===== src/rtl/flag_pulse_counter.sv =====
// rtl/flag_pulse_counter.sv - modulo-TERMINAL event counter with one-cycle period flag and saturating flag total
// Optional sticky flag output is built only when FLAG_COUNTER_STICKY_EN is defined.
module flag_pulse_counter #(
   parameter int WIDTH    = 8,
   parameter int TERMINAL = 10,
   parameter int TOT_W    = 16
) (
   input  logic             clk,
   input  logic             rst,
   input  logic             enable,
   input  logic             clear,
   input  logic             load,
   input  logic [WIDTH-1:0] load_val,
   output logic [WIDTH-1:0] count,
   output logic             flag_count,
   output logic [TOT_W-1:0] flag_total,
   output logic             flag_sticky
);

   localparam logic [WIDTH-1:0] LAST    = WIDTH'(TERMINAL - 1);
   localparam logic [WIDTH:0]   TERM_X  = (WIDTH + 1)'(TERMINAL);
   localparam logic [TOT_W-1:0] TOT_MAX = '1;

   logic [WIDTH-1:0] count_q, count_d;
   logic             flag_q, flag_d;
   logic [TOT_W-1:0] total_q, total_d;

   always_comb begin
      count_d = count_q;
      flag_d  = 1'b0;
      total_d = total_q;
      if (clear) begin
         count_d = '0;
         total_d = '0;
      end else if (load) begin
         // TERMINAL may equal 2**WIDTH, so compare one bit wider
         count_d = ({1'b0, load_val} >= TERM_X) ? LAST : load_val;
      end else if (enable) begin
         if (count_q == LAST) begin
            count_d = '0;
            flag_d  = 1'b1;
            if (total_q != TOT_MAX) begin
               total_d = total_q + 1'b1;
            end
         end else begin
            count_d = count_q + 1'b1;
         end
      end
   end

   always_ff @(posedge clk) begin
      if (rst) begin
         count_q <= '0;
         flag_q  <= 1'b0;
         total_q <= '0;
      end else begin
         count_q <= count_d;
         flag_q  <= flag_d;
         total_q <= total_d;
      end
   end

`ifdef FLAG_COUNTER_STICKY_EN
   logic sticky_q, sticky_d;

   always_comb begin
      sticky_d = sticky_q | flag_d;
      if (clear) begin
         sticky_d = 1'b0;
      end
   end

   always_ff @(posedge clk) begin
      if (rst) begin
         sticky_q <= 1'b0;
      end else begin
         sticky_q <= sticky_d;
      end
   end

   assign flag_sticky = sticky_q;
`else
   assign flag_sticky = 1'b0;
`endif

   assign count      = count_q;
   assign flag_count = flag_q;
   assign flag_total = total_q;

endmodule


===== config.mk =====
export PLATFORM = sky130hd
export DESIGN_NAME = flag_pulse_counter
export DESIGN_NICKNAME = d
export VERILOG_FILES = /design/src/rtl/flag_pulse_counter.sv
export SDC_FILE = /design/constraint.sdc
export NUM_CORES = 1
export LEC_CHECK = 0
export CAP_MARGIN = 20
export CORE_ASPECT_RATIO = 1.4
export CORE_MARGIN = 3
export CORE_UTILIZATION = 35
export DETAILED_ROUTE_END_ITERATION = 8
export GPL_TIMING_DRIVEN = 0
export PLACE_DENSITY = 0.61
export SETUP_SLACK_MARGIN = 0.15
export SYNTH_ARGS = -nofsm -noshare
export SYNTH_HDL_FRONTEND = slang
export SYNTH_SLANG_ARGS = --single-unit

===== constraint.sdc =====
create_clock -name clk -period 3.75 [get_ports clk]
set_clock_uncertainty 0.2 [all_clocks]
set_input_delay 0.75 -clock clk [delete_from_list [all_inputs] [get_ports clk]]
set_output_delay 0.75 -clock clk [all_outputs]
set_load 0.01 [all_outputs]

==> impl_metrics.ini <==
[die]
start_util_pct = 37.6
dieWidth_um = 59.6
core_area_um2 = 3740
io_pins = 39
num_rows = 26
dieArea_um2 = 4830
die_h_um = 81

[sta]
drv_slew = 0
period_share_pct = 79.7
final.min_clock_period_ns = 2.99
fmax_mhz = 335
setup_viol = 0
tns_ns = 0
whs_ns = 0.310
hold_viol_final = 0
setup_ws_ns = 0.761
rsz0062_at_grt = false

[pwr]
ir_worst_vdd_mv = 0.175
p_leak_nw = 0.593
p_per_area_nw_per_um2 = 253

[yosys]
synth_seq_cells = 25
ys.flop_type = dfxtp_1
mappedNetlistNets = 184
synth_warnings = 0
ys_seq_area_share_pct = 35.6
avgSynthCellArea_um2 = 8.37
synth_top_area_share_pct = 35.6
synthDistinctLibCells = 43
synth_edf_count = 0
async_flop_share_pct = 0
yosys-top-cells-area = dfxtp_1 (36%), a21oi_1 (5.3%), or4_1 (5.3%)
synthCells = 168
yosys.area.top_type = dfxtp_1
netlist_area_um2 = 1410

[cts]
post_cts_buffers = 0
cts_tree = built
numCtsBuffers = 3
cts_sinks = 25
cts_root_buffer = clkbuf_8
clock_path_buffers = 2
cts_max_level = 1
cts.clk_slew.worst_paths_ns = 0.09
ctsHoldBuffers = 0
post_cts_resized = 0
worstSkewPairLatency_ns = 0.27

[finish]
fillers = 369
multi_input_area_um2 = 815
syn_to_final_growth_pct = 33.4
drive_gt1_share_pct = 7.66
fin_nets = 226
diodes = 0
final_cell_mix = clkdlybuf4s50_1 (37), dfxtp_1 (25), nand2_1 (16), a21oi_1 (15), or4_1 (10)
seqCellArea_um2 = 500
final_common_cell = clkdlybuf4s50_1

[global_routing]
grt.overflow.total = 0
antenna_found_initial = 0
grt_pass1_wl_um = 6340
grt_pass1_vias = 1468
grtUsageTotal_pct = 16.5
grt_start_max_net_pins = 15

[placed_design]
dp_hpwl_um = 2840
port_buffers = 37
gp_congestion = 0.806
dp_slack_ns = 0.451

[route]
wl_per_cell_um = 15.3
wirelength_um = 3830
drtIter0Drc = 51
dr.pass1.iters = 5
num_vias = 1521
post-route-drc-count = 0
vias_per_cell = 6.06
ant_nets = 0

[worst_setup_path]
cp_slowest_cell = clkdlybuf4s50_1
critical_path.endpoint_type = flop
arrival_ns = 3.00
critical_path.cell_chain = clkdlybuf4s50_1, or2b_1, or3_1, clkbuf_1, clkbuf_1, nor4_1, mux2i_1
cp_max_fo = 10
crit_top_cell = clkbuf_1
cpPeakStageDelay_ns = 0.54
critPathKind = in2reg
worstPathRequired_ns = 3.76
worstSetupStartpointType = primary input

[status]
status = finished clean

[worst_hold_path]
min_path_type = reg2reg

[flow_run]
drv_cap = 0
==> synth_stat cells, drive strengths merged, types with 2 or more instances <==
| cell | count |
|---|---|
| nor4 | 5 |
| nor2 | 6 |
| o31ai | 9 |
| or3 | 6 |
| nand3 | 7 |
| and4 | 5 |
| xnor2 | 2 |
| o21ai | 6 |
| nand2 | 16 |
| buf | 5 |
| o22ai | 2 |
| a21oi | 15 |
| or4 | 11 |
| nor3 | 6 |
| inv | 4 |
| mux2i | 3 |
| o21a | 3 |
| a21boi | 2 |
| dfxtp | 25 |
| ha | 3 |
| clkbuf | 5 |
| nand4 | 6 |
==> final timing paths <==
kind | start | to | slack (ns) | cells after the start
hold reg to reg | flag_total[11] | flag_total[11] | 0.31 | 2
setup reg to reg | count[0] | flag_total[11] | 0.80 | 8
hold / removal | flag_total[11] | flag_total[11] | 0.31 | 2
setup / recovery | load | flag_total[11] | 0.76 | 7
==> routing by layer <==
layer	wire length, um	up-vias	track usage, %
met4	80	0	8.87
li1	-	730	-
met3	192	13	2.38
met5	0	-	0
met1	1700	718	19.6
met2	1850	60	27.9
==> cells by family (layout without fill, tap and decap cells) <==
family | Yosys count | in the layout | share of synthesized area (%)
buffers and inverters | 15 | 56 | 6.49
flip-flops | 25 | 25 | 35.6
other | 1 | 1 | 0.267
AND/OR/NAND/NOR | 73 | 73 | 30.2
adder cells (fa/ha/maj) | 3 | 3 | 2.67
AO/OA/AOI/OAI | 44 | 44 | 20.0
XOR/XNOR | 3 | 3 | 1.87
multiplexers | 4 | 4 | 2.94
==> layout make-up <==
| type | instances | share of cell area (%) |
|---|---|---|
| plain buffers | 11 | 4.07 |
| clock buffers | 3 | 2.20 |
| inverters | 4 | 0.801 |
| repair buffers | 37 | 19.7 |
| clock inverters | 1 | 0.267 |
| multi-input cells | 128 | 43.4 |
| well taps | 42 | 2.80 |
| flip-flops and latches | 25 | 26.7 |
==> stage by stage <==
| stage | std cells | power (mW) | util, % | instance area [um2] |
|---|---|---|---|---|
| finish | 251 | 0.475 | 50.1 | 1880 |
| CTS | 251 | 0.480 | 50.1 | 1880 |
| detailed placement | 247 | 0.318 | 48.9 | 1830 |
| floorplan | 168 | 0.295 | - | 1410 |
| global route | 251 | 0.496 | 50.1 | 1880 |
| global placement | 247 | 0.317 | 48.9 | 1830 |
==> critical path, delay by kind of cell <==
kind / cells / cell delay (ns)
buf+inv: 3 / 1.04
simple gates: 3 / 1.00
mux: 1 / 0.21
==> registers in the layout, indices dropped and copies added (netlist names) <==
| name | flops |
|---|---|
| flag_total | 16 |
| flag_count | 1 |
| count | 8 |
==> power breakdown <==
| group | switching (mW) | total [mW] | internal [mW] |
|---|---|---|---|
| registers | 0.00211 | 0.269 | 0.267 |
| logic | 0.0203 | 0.0434 | 0.0231 |
| clock network | 0.0882 | 0.163 | 0.0743 |
| total | 0.111 | 0.475 | 0.364 |
(Power assumes the default switching activity.)
